==> config.mk <==
export PLATFORM = sky130hd
export DESIGN_NAME = id_operand_fetch
export DESIGN_NICKNAME = d
export VERILOG_FILES = /design/src/rtl/id_operand_fetch.sv
export SDC_FILE = /design/constraint.sdc
export NUM_CORES = 1
export LEC_CHECK = 0
export CAP_MARGIN = 15
export CORE_UTILIZATION = 30
export CTS_CLUSTER_SIZE = 40
export DETAILED_ROUTE_END_ITERATION = 8
export MAX_ROUTING_LAYER = met4
export PLACE_DENSITY = 0.61
export SLEW_MARGIN = 20
export SYNTH_ARGS = -nofsm -noshare
export SYNTH_HDL_FRONTEND = slang
export SYNTH_SLANG_ARGS = --single-unit
==> constraint.sdc <==
create_clock -name clk -period 2.85 [get_ports clk]
set_input_delay 0.4275 -clock clk [delete_from_list [all_inputs] [get_ports clk]]
set_output_delay 0.4275 -clock clk [all_outputs]
set_load 0.02 [all_outputs]
==> src/rtl/id_operand_fetch.sv <==
// Decode / operand-fetch stage of the multicycle RV32I core.
// Decodes one instruction at a time and fetches rs1/rs2 through the register
// file's re/finished handshake. The bundle is then offered downstream over
// valid/ready. The stage also owns the register file's write port for
// writeback requests.
module id_operand_fetch #(
  parameter int RF_TIMEOUT = 8
) (
  input  logic        clk,
  input  logic        clr,
  input  logic        inst_valid,
  input  logic [31:0] inst,
  output logic        inst_ready,
  output logic        out_valid,
  input  logic        out_ready,
  output logic [31:0] op_rs1_val,
  output logic [31:0] op_rs2_val,
  output logic [31:0] op_imm,
  output logic [4:0]  op_rd,
  output logic [6:0]  op_opcode,
  output logic [2:0]  op_funct3,
  output logic        op_funct7b5,
  output logic        op_rd_we,
  output logic        op_illegal,
  input  logic        wb_valid,
  input  logic [4:0]  wb_rd,
  input  logic [31:0] wb_data,
  output logic        wb_ready,
  output logic        rf_re1,
  output logic        rf_re2,
  output logic [4:0]  rf_read_addr1,
  output logic [4:0]  rf_read_addr2,
  input  logic [31:0] rf_read_data1,
  input  logic [31:0] rf_read_data2,
  input  logic        rf_read_finished,
  output logic        rf_we,
  output logic [4:0]  rf_write_addr,
  output logic [31:0] rf_write_data,
  input  logic        rf_write_finished,
  output logic        err
);
  localparam logic [6:0] OPC_R = 7'b0110011, OPC_S = 7'b0100011, OPC_B = 7'b1100011;
  localparam logic [6:0] OPC_I = 7'b0010011, OPC_L = 7'b0000011, OPC_JALR = 7'b1100111;
  localparam logic [6:0] OPC_LUI = 7'b0110111, OPC_AUIPC = 7'b0010111, OPC_JAL = 7'b1101111;
  localparam int TW = $clog2(RF_TIMEOUT + 1);

  typedef enum logic [2:0] {S_IDLE, S_READ, S_OUT, S_WB, S_WB_ACK} state_t;

  state_t        state_q, state_d;
  logic [TW-1:0] timer_q, timer_d;
  logic          out_valid_q, out_valid_d, wb_ready_q, wb_ready_d, err_q, err_d;
  logic          rf_re1_q, rf_re1_d, rf_re2_q, rf_re2_d, rf_we_q, rf_we_d;
  logic [4:0]    rf_ra1_q, rf_ra1_d, rf_ra2_q, rf_ra2_d, rf_wa_q, rf_wa_d;
  logic [31:0]   rf_wd_q, rf_wd_d;
  logic [31:0]   rs1_q, rs1_d, rs2_q, rs2_d, imm_q, imm_d;
  logic [4:0]    rd_q, rd_d;
  logic [6:0]    opc_q, opc_d;
  logic [2:0]    f3_q, f3_d;
  logic          f7b5_q, f7b5_d, rd_we_q, rd_we_d, ill_q, ill_d;

  // Decode of the offered instruction word
  logic [6:0]  dec_opc;
  logic [4:0]  dec_rs1, dec_rs2, dec_rd;
  logic        dec_use1, dec_use2, dec_wr, dec_ill, dec_re1, dec_re2;
  logic [31:0] dec_imm;
  logic        timeout;

  assign dec_opc = inst[6:0];
  assign dec_rd  = inst[11:7];
  assign dec_rs1 = inst[19:15];
  assign dec_rs2 = inst[24:20];
  assign dec_re1 = dec_use1 && (dec_rs1 != 5'd0);
  assign dec_re2 = dec_use2 && (dec_rs2 != 5'd0);
  assign timeout = (timer_q == TW'(RF_TIMEOUT - 1));

  // Opcode classification and immediate extraction
  always_comb begin
    dec_use1 = 1'b0;
    dec_use2 = 1'b0;
    dec_wr   = 1'b0;
    dec_ill  = 1'b0;
    dec_imm  = 32'd0;
    case (dec_opc)
      OPC_R: begin dec_use1 = 1'b1; dec_use2 = 1'b1; dec_wr = 1'b1; end
      OPC_S: begin
        dec_use1 = 1'b1; dec_use2 = 1'b1;
        dec_imm  = {{20{inst[31]}}, inst[31:25], inst[11:7]};
      end
      OPC_B: begin
        dec_use1 = 1'b1; dec_use2 = 1'b1;
        dec_imm  = {{19{inst[31]}}, inst[31], inst[7], inst[30:25], inst[11:8], 1'b0};
      end
      OPC_I, OPC_L, OPC_JALR: begin
        dec_use1 = 1'b1; dec_wr = 1'b1;
        dec_imm  = {{20{inst[31]}}, inst[31:20]};
      end
      OPC_LUI, OPC_AUIPC: begin
        dec_wr  = 1'b1;
        dec_imm = {inst[31:12], 12'd0};
      end
      OPC_JAL: begin
        dec_wr  = 1'b1;
        dec_imm = {{11{inst[31]}}, inst[31], inst[19:12], inst[20], inst[30:21], 1'b0};
      end
      default: dec_ill = 1'b1;
    endcase
  end

  // State register and all registered outputs
  always_ff @(posedge clk) begin
    if (clr) begin
      state_q <= S_IDLE;  timer_q <= '0;
      out_valid_q <= 1'b0; wb_ready_q <= 1'b0; err_q <= 1'b0;
      rf_re1_q <= 1'b0; rf_re2_q <= 1'b0; rf_we_q <= 1'b0;
      rf_ra1_q <= '0; rf_ra2_q <= '0; rf_wa_q <= '0; rf_wd_q <= '0;
      rs1_q <= '0; rs2_q <= '0; imm_q <= '0; rd_q <= '0; opc_q <= '0;
      f3_q <= '0; f7b5_q <= 1'b0; rd_we_q <= 1'b0; ill_q <= 1'b0;
    end else begin
      state_q <= state_d;  timer_q <= timer_d;
      out_valid_q <= out_valid_d; wb_ready_q <= wb_ready_d; err_q <= err_d;
      rf_re1_q <= rf_re1_d; rf_re2_q <= rf_re2_d; rf_we_q <= rf_we_d;
      rf_ra1_q <= rf_ra1_d; rf_ra2_q <= rf_ra2_d; rf_wa_q <= rf_wa_d; rf_wd_q <= rf_wd_d;
      rs1_q <= rs1_d; rs2_q <= rs2_d; imm_q <= imm_d; rd_q <= rd_d; opc_q <= opc_d;
      f3_q <= f3_d; f7b5_q <= f7b5_d; rd_we_q <= rd_we_d; ill_q <= ill_d;
    end
  end

  // Next state; writeback wins over a simultaneously offered instruction
  always_comb begin
    state_d = state_q;
    case (state_q)
      S_IDLE:
        if (wb_valid)        state_d = (wb_rd == 5'd0) ? S_WB_ACK : S_WB;
        else if (inst_valid) state_d = (dec_re1 || dec_re2) ? S_READ : S_OUT;
      S_READ:
        if (rf_read_finished) state_d = S_OUT;
        else if (timeout)     state_d = S_IDLE;
      S_OUT:    if (out_ready) state_d = S_IDLE;
      S_WB:     if (rf_write_finished || timeout) state_d = S_WB_ACK;
      S_WB_ACK: state_d = S_IDLE;
      default:  state_d = S_IDLE;
    endcase
  end

  // Datapath / output next values, derived from current and next state
  always_comb begin
    rf_ra1_d = rf_ra1_q; rf_ra2_d = rf_ra2_q; rf_wa_d = rf_wa_q; rf_wd_d = rf_wd_q;
    rs1_d = rs1_q; rs2_d = rs2_q; imm_d = imm_q; rd_d = rd_q; opc_d = opc_q;
    f3_d = f3_q; f7b5_d = f7b5_q; rd_we_d = rd_we_q; ill_d = ill_q;
    err_d = err_q;
    // timer restarts whenever a waiting state is (re)entered
    timer_d = '0;
    if ((state_q == S_READ || state_q == S_WB) && state_d == state_q)
      timer_d = timer_q + 1'b1;
    out_valid_d = (state_d == S_OUT);
    wb_ready_d  = (state_d == S_WB_ACK);
    rf_we_d     = (state_d == S_WB);
    rf_re1_d    = (state_d == S_READ) ? ((state_q == S_READ) ? rf_re1_q : dec_re1) : 1'b0;
    rf_re2_d    = (state_d == S_READ) ? ((state_q == S_READ) ? rf_re2_q : dec_re2) : 1'b0;
    case (state_q)
      S_IDLE:
        if (wb_valid) begin
          rf_wa_d = wb_rd;
          rf_wd_d = wb_data;
        end else if (inst_valid) begin
          rf_ra1_d = dec_re1 ? dec_rs1 : 5'd0;
          rf_ra2_d = dec_re2 ? dec_rs2 : 5'd0;
          rs1_d = 32'd0; rs2_d = 32'd0;
          imm_d = dec_imm; rd_d = dec_rd; opc_d = dec_opc;
          f3_d = inst[14:12]; f7b5_d = inst[30];
          rd_we_d = dec_wr && (dec_rd != 5'd0);
          ill_d = dec_ill;
        end
      S_READ:
        if (rf_read_finished) begin
          rs1_d = rf_re1_q ? rf_read_data1 : 32'd0;
          rs2_d = rf_re2_q ? rf_read_data2 : 32'd0;
        end else if (timeout) err_d = 1'b1;
      S_WB:
        if (!rf_write_finished && timeout) err_d = 1'b1;
      default: ;
    endcase
  end

  assign inst_ready    = (state_q == S_IDLE) && !wb_valid;
  assign out_valid     = out_valid_q;
  assign wb_ready      = wb_ready_q;
  assign err           = err_q;
  assign rf_re1        = rf_re1_q;
  assign rf_re2        = rf_re2_q;
  assign rf_read_addr1 = rf_ra1_q;
  assign rf_read_addr2 = rf_ra2_q;
  assign rf_we         = rf_we_q;
  assign rf_write_addr = rf_wa_q;
  assign rf_write_data = rf_wd_q;
  assign op_rs1_val    = rs1_q;
  assign op_rs2_val    = rs2_q;
  assign op_imm        = imm_q;
  assign op_rd         = rd_q;
  assign op_opcode     = opc_q;
  assign op_funct3     = f3_q;
  assign op_funct7b5   = f7b5_q;
  assign op_rd_we      = rd_we_q;
  assign op_illegal    = ill_q;
endmodule

## Word-level counts from Yosys, hierarchy flattened

Cells that the tools add are included.

| cells by class | value |
|---|---|
| add/subtract/negate cells | 1 |
| eq/ne operators | 24 |
| multiplexer cells | 28 |
| bitwise logic cells | 3 |
| reduce and logical (&&, ||, !) cells | 30 |

Operators by type and width:

| operator | number |
|---|---|
| two-way mux 32 bit | 6 |
| one-hot mux 32 bit (5 select lines) | 1 |
| one-hot mux 32 bit (2 select lines) | 2 |
| equality test 7 x 6 -> 1 bit (second input constant) | 3 |
| equality test 7 bit (second input constant) | 3 |
| two-way mux 3 bit | 7 |
| nonzero test 5 bit | 3 |
| equality test 7 x 5 -> 1 bit (second input constant) | 2 |
| equality test 3 x 2 -> 1 bit (second input constant) | 4 |
| one-hot mux 3 bit (4 select lines) | 1 |
| two-way mux 5 bit | 2 |
| != test 2 bit (second input constant) | 5 |
| OR reduction 9 bit | 1 |
| AND reduction 4 bit | 2 |
| equality test 7 x 2 -> 1 bit (second input constant) | 1 |
| two-way mux 1 bit | 7 |
| OR reduction 7 bit | 1 |
| equality test 3 x 1 -> 1 bit (second input constant) | 2 |
| logical AND 1 bit | 6 |
| OR reduction 2 bit | 3 |
| OR reduction 3 bit | 2 |
| OR reduction 6 bit | 1 |
| zero test 5 bit | 1 |
| adder 4 x 1 -> 4 bit (second input constant) | 1 |
| other kinds (13) | 19 |

| word-level totals | value |
|---|---|
| register bits | 174 |
| output and inout bits | 168 |

## Logic depth before layout (Yosys ltp)

| logic depth | value |
|---|---|
| word-level depth | 13 |
| gate-level depth with buffers | 8 |

## Worst setup path before layout

Ideal clock, no wire load.

| path | value |
|---|---|
| kind | register -> register |
| from | register state_q[0] |
| to | register rs2_q[15], in the netlist op_rs2_val[15] |
| arrival time | 2,244 ps |
| path slack | 535 ps |
| stages on the path, launching flop included | 9 |
| path buffers | 3 |
| clock period less this slack | 2,315 ps |
| cells stage by stage | dfxtp_1 -> nor4_1 -> and2_1 -> clkbuf_1 -> a21o_1 -> buf_2 -> buf_2 -> nand3_1 -> a21oi_1 |

| between the ends | value |
|---|---|
| word-level cells in the longest chain between the ends | 3 |
| elaborated cells between the ends (all ways) | 8 |

Ends and longest elaborated chain:

| item | line | RTL |
|---|---|---|
| start, declared | 49 | `state_t state_q, state_d;` |
| start signal, assigned | 119 | `state_q <= state_d; timer_q <= timer_d;` |
| equality test 3 x 1 -> 1 bit or zero test 3 bit (tied branches) | 160 | `case (state_q)` |
| != test 2 bit (no source line) or nonzero test 2 bit (tied branches) | - |  |
| AND reduction 4 bit (no source line) | - |  |
| end signal, assigned | 123 | `rs1_q <= rs1_d; rs2_q <= rs2_d; imm_q <= imm_d; rd_q <= rd_d; opc_q <= opc_d;` |
| end, declared | 55 | `logic [31:0] rs1_q, rs1_d, rs2_q, rs2_d, imm_q, imm_d;` |

Several ways; a longest one is shown, not always the timed one.
A chain may end at the register's enable or synchronous reset.

## Worst setup path in the final report

| path | value |
|---|---|
| from | register state_q[1] |
| to | output inst_ready |

| between the ends | value |
|---|---|
| word-level cells in the longest chain between the ends | 2 |

Ends and longest elaborated chain:

| item | line | RTL |
|---|---|---|
| zero test 3 bit | 185 | `assign inst_ready = (state_q == S_IDLE) && !wb_valid;` |
| logical AND 1 bit | 185 |  |
| end, declared | 13 | `output logic inst_ready,` |

Every way passes these cells.

==> impl_metrics.yaml <==
synth:
  synthFlopType: "dfxtp_1"
  muxShareOfSynthArea_pct: 0.2257
  synth_common_cells: "nand2_1 (214), dfxtp_1 (174), a21oi_1 (148)"
  synth-compound-area-share_pct: 18.64
  synth_top_family_by_area: "simple AND/OR/NAND/NOR gates"
  syn_inst: 821
  synth_top_cell_by_area: "dfxtp_1"
  synthArstFlopShare_pct: 0
  synthXorXnorAreaFrac_pct: 0.2633
  synth.top_cell.area_share_pct: 52.36
  synth-seq-area-share_pct: 52.36
  synth_edf_count: 0
  syn_nets: 962
  synthAdderAreaFrac_pct: 0.1881
  synth.most_common_cell: "nand2_1"
  ys_ff_latch: 174
  synthTopCellsByArea: "dfxtp_1 (52%), nand2_1 (12%), a21oi_1 (11%)"
  netlist_area_um2: 6653
  synth_warnings: 0
  yosys.area_share.simple_pct: 23.70
  avgSynthCellArea_um2: 8.103
  synth_cell_types: 46
global_route:
  grtUsageTotal_pct: 19.35
  grt_antenna_before_repair: 0
  gr-total-overflow: 0
  grt_max_degree: 67
  first_global_vias: 6087
  grt_pass1_wl_um: 33040
timing:
  timing.hold.ws_ns: 0.4187
  report.final.hold_viol_count: 0
  setup_viol: 0
  slew-limit-headroom_pct: 59.99
  fin_tns_setup_ns: 0
  tightestPinTransition_ns: 0.5980
  drv_slew: 0
  skew_ns: 0.008099
  rsz0062_at_grt: "false"
  max_freq_mhz: 390.1
  period_needed_ns: 2.563
  fin_crit_sh_pct: 89.94
  fin_ws_ns: 0.2867
place:
  numPortBuffers: 307
  post_dp_cell_area_um2: 10090
  dp.final_hpwl_um: 15730
  pre_cts_ws_ns: 0.1570
  gp_congestion: 0.7981
clock_tree:
  clockRootBuffer: "clkbuf_16"
  clock_sinks: 174
  cts_buffers: 17
  htree_levels: 4
  clockBufferDepth: 2
  ctsHoldBuffers: 0
  clk_latency_ns: 0.42
  clkSlewWorstSetupHoldPaths_ns: 0.07
  cts_resized: 0
  cts_setup_buffers: 0
  cts_tree: "done"
power_and_ir_drop:
  leakagePower_nw: 3.639
  powerDensity_nw_per_um2: 527.2
  ir_drop_mv: 0.3351
floorplanning:
  start_util_pct: 30.58
  boundaryPins: 308
  rows: 54
  core_um2: 21760
  dieArea_um2: 22780
  die_h_um: 150.9
  die_x_um: 150.9
setup_path:
  worstPathRequired_ns: 2.42
  critPathLaunchType: "flop"
  path_class: "reg2out"
  cp.arrival_ns: 2.14
  worstPathCellList: "nor4_1, clkdlybuf4s50_1"
  crit_slowest_cell: "clkdlybuf4s50_1"
  endpoint_kind: "output pin"
  cp_max_fo: 11
  slowest_delay_ns: 0.75
route:
  initialDrtViolationCount: 311
  vias_per_cell: 4.762
  drc: 0
  ant_nets: 0
  dr.pass1.iters: 6
  post_drt_wl_per_cell_um: 15.61
  routed_wl_um: 21930
  vias: 6691
layout:
  area_growth_pct: 59.69
  ff_latch_area_um2: 3483
  utilization_pct: 48.83
  multi_input_area_um2: 2874
  diodes: 0
  nNetsFinal: 1254
  post_route_cells_drive_above_1_share_pct: 7.733
  final_area_um2: 10620
  fillCellCount: 2230
flow_run:
  drv_cap: 0
run_status:
  run_status: "finished, final reports clean"
min_path:
  hp-class: "in2reg"
-- where the power goes --
part,switching (W),leakage [nW],internal (W)
Clock,0.00103,0.264,0.00113
Combinational,0.000477,1.97,0.000415
Sequential,0.0000422,1.41,0.00250
-- layer usage --
| layer | global-route usage, % | up-vias | routed length (µm) |
|---|---|---|---|
| met5 | - | - | 0 |
| met4 | 6.400 | 0 | 299 |
| met3 | 5.060 | 17 | 1703 |
| met2 | 29.54 | 211 | 10020 |
| met1 | 24.76 | 3090 | 9903 |
| li1 | - | 3373 | - |
-- cells in the final DEF, fill, tap and decap left out, types with 2 or more instances in the layout --
cell type,instances
a211oi_1,2
a21oi_1,147
a22o_1,2
a22oi_1,15
a31oi_1,2
and2_1,4
and3b_1,4
buf_12,6
buf_4,24
clkbuf_16,17
clkdlybuf4s50_1,306
clkinv_2,3
clkinv_4,4
dfxtp_1,174
inv_1,4
inv_6,4
nand2_1,214
nand2b_1,3
nand3_1,71
nand3b_1,2
nor2_1,34
nor2b_1,7
nor3_1,8
nor3b_1,4
nor4_1,2
o21ai_0,12
o21ai_2,20
or3_1,2
or4_1,3
-- sequential cells by signal (all words and copies together) (netlist names) --
signal and cells:
op_imm 32, err 1, rf_we 1, state_q 3
op_funct7b5 1, rf_write_addr 5, rf_read_addr2 5, rf_re1 1
op_rd 5, op_funct3 3, op_rd_we 1, rf_re2 1
op_opcode 7, out_valid 1, wb_ready 1, op_rs2_val 32
rf_read_addr1 5, timer_q 4, rf_write_data 32, op_illegal 1
op_rs1_val 32
-- worst paths after layout --
path,start,to,slack (ns),cells after the start
worst max register to register,state_q[1]$_SDFF_PP0_,op_rd_we$_SDFFE_PP0P_,0.67,6
worst max-delay path,state_q[1]$_SDFF_PP0_,inst_ready,0.29,2
worst min register to register,op_rs1_val[28]$_SDFFE_PP0P_,op_rs1_val[28]$_SDFFE_PP0P_,0.45,2
worst min-delay path,clr,wb_ready$_SDFF_PP0_,0.42,2
-- through the flow --
| step | total power [W] | std cells |
|---|---|---|
| after global placement | 0.003498 | 1374 |
| after detailed placement | 0.003498 | 1374 |
| final | 0.005601 | 1405 |
| after floorplan | 0.003000 | 821 |
| after CTS | 0.005686 | 1405 |
| after global routing | 0.005876 | 1405 |
-- cell families after synthesis --
| group | Yosys count |
|---|---|
| AOI/OAI and AO/OA | 214 |
| adders and majority gates | 1 |
| buffers and inverters | 67 |
| muxes | 1 |
| and+or+nand+nor | 362 |
| xor gates and xnor gates | 2 |
| DFF | 174 |
-- cell type report --
class | instances | share of cell area (%)
Timing Repair Buffer | 336 | 31.66
Tap cell | 280 | 3.298
Sequential cell | 174 | 32.79
Inverter | 4 | 0.1413
Clock buffer | 18 | 4.040
Clock inverter | 13 | 1.025
Multi-Input combinational cell | 580 | 27.05
-- critical path: cells and delay by family, from the launching register on --
family                 cells  cell delay [ns]
buffers and inverters      1             0.75
DFF                        1             0.42
and+or+nand+nor            1             0.55
(Power assumes the default switching activity.)
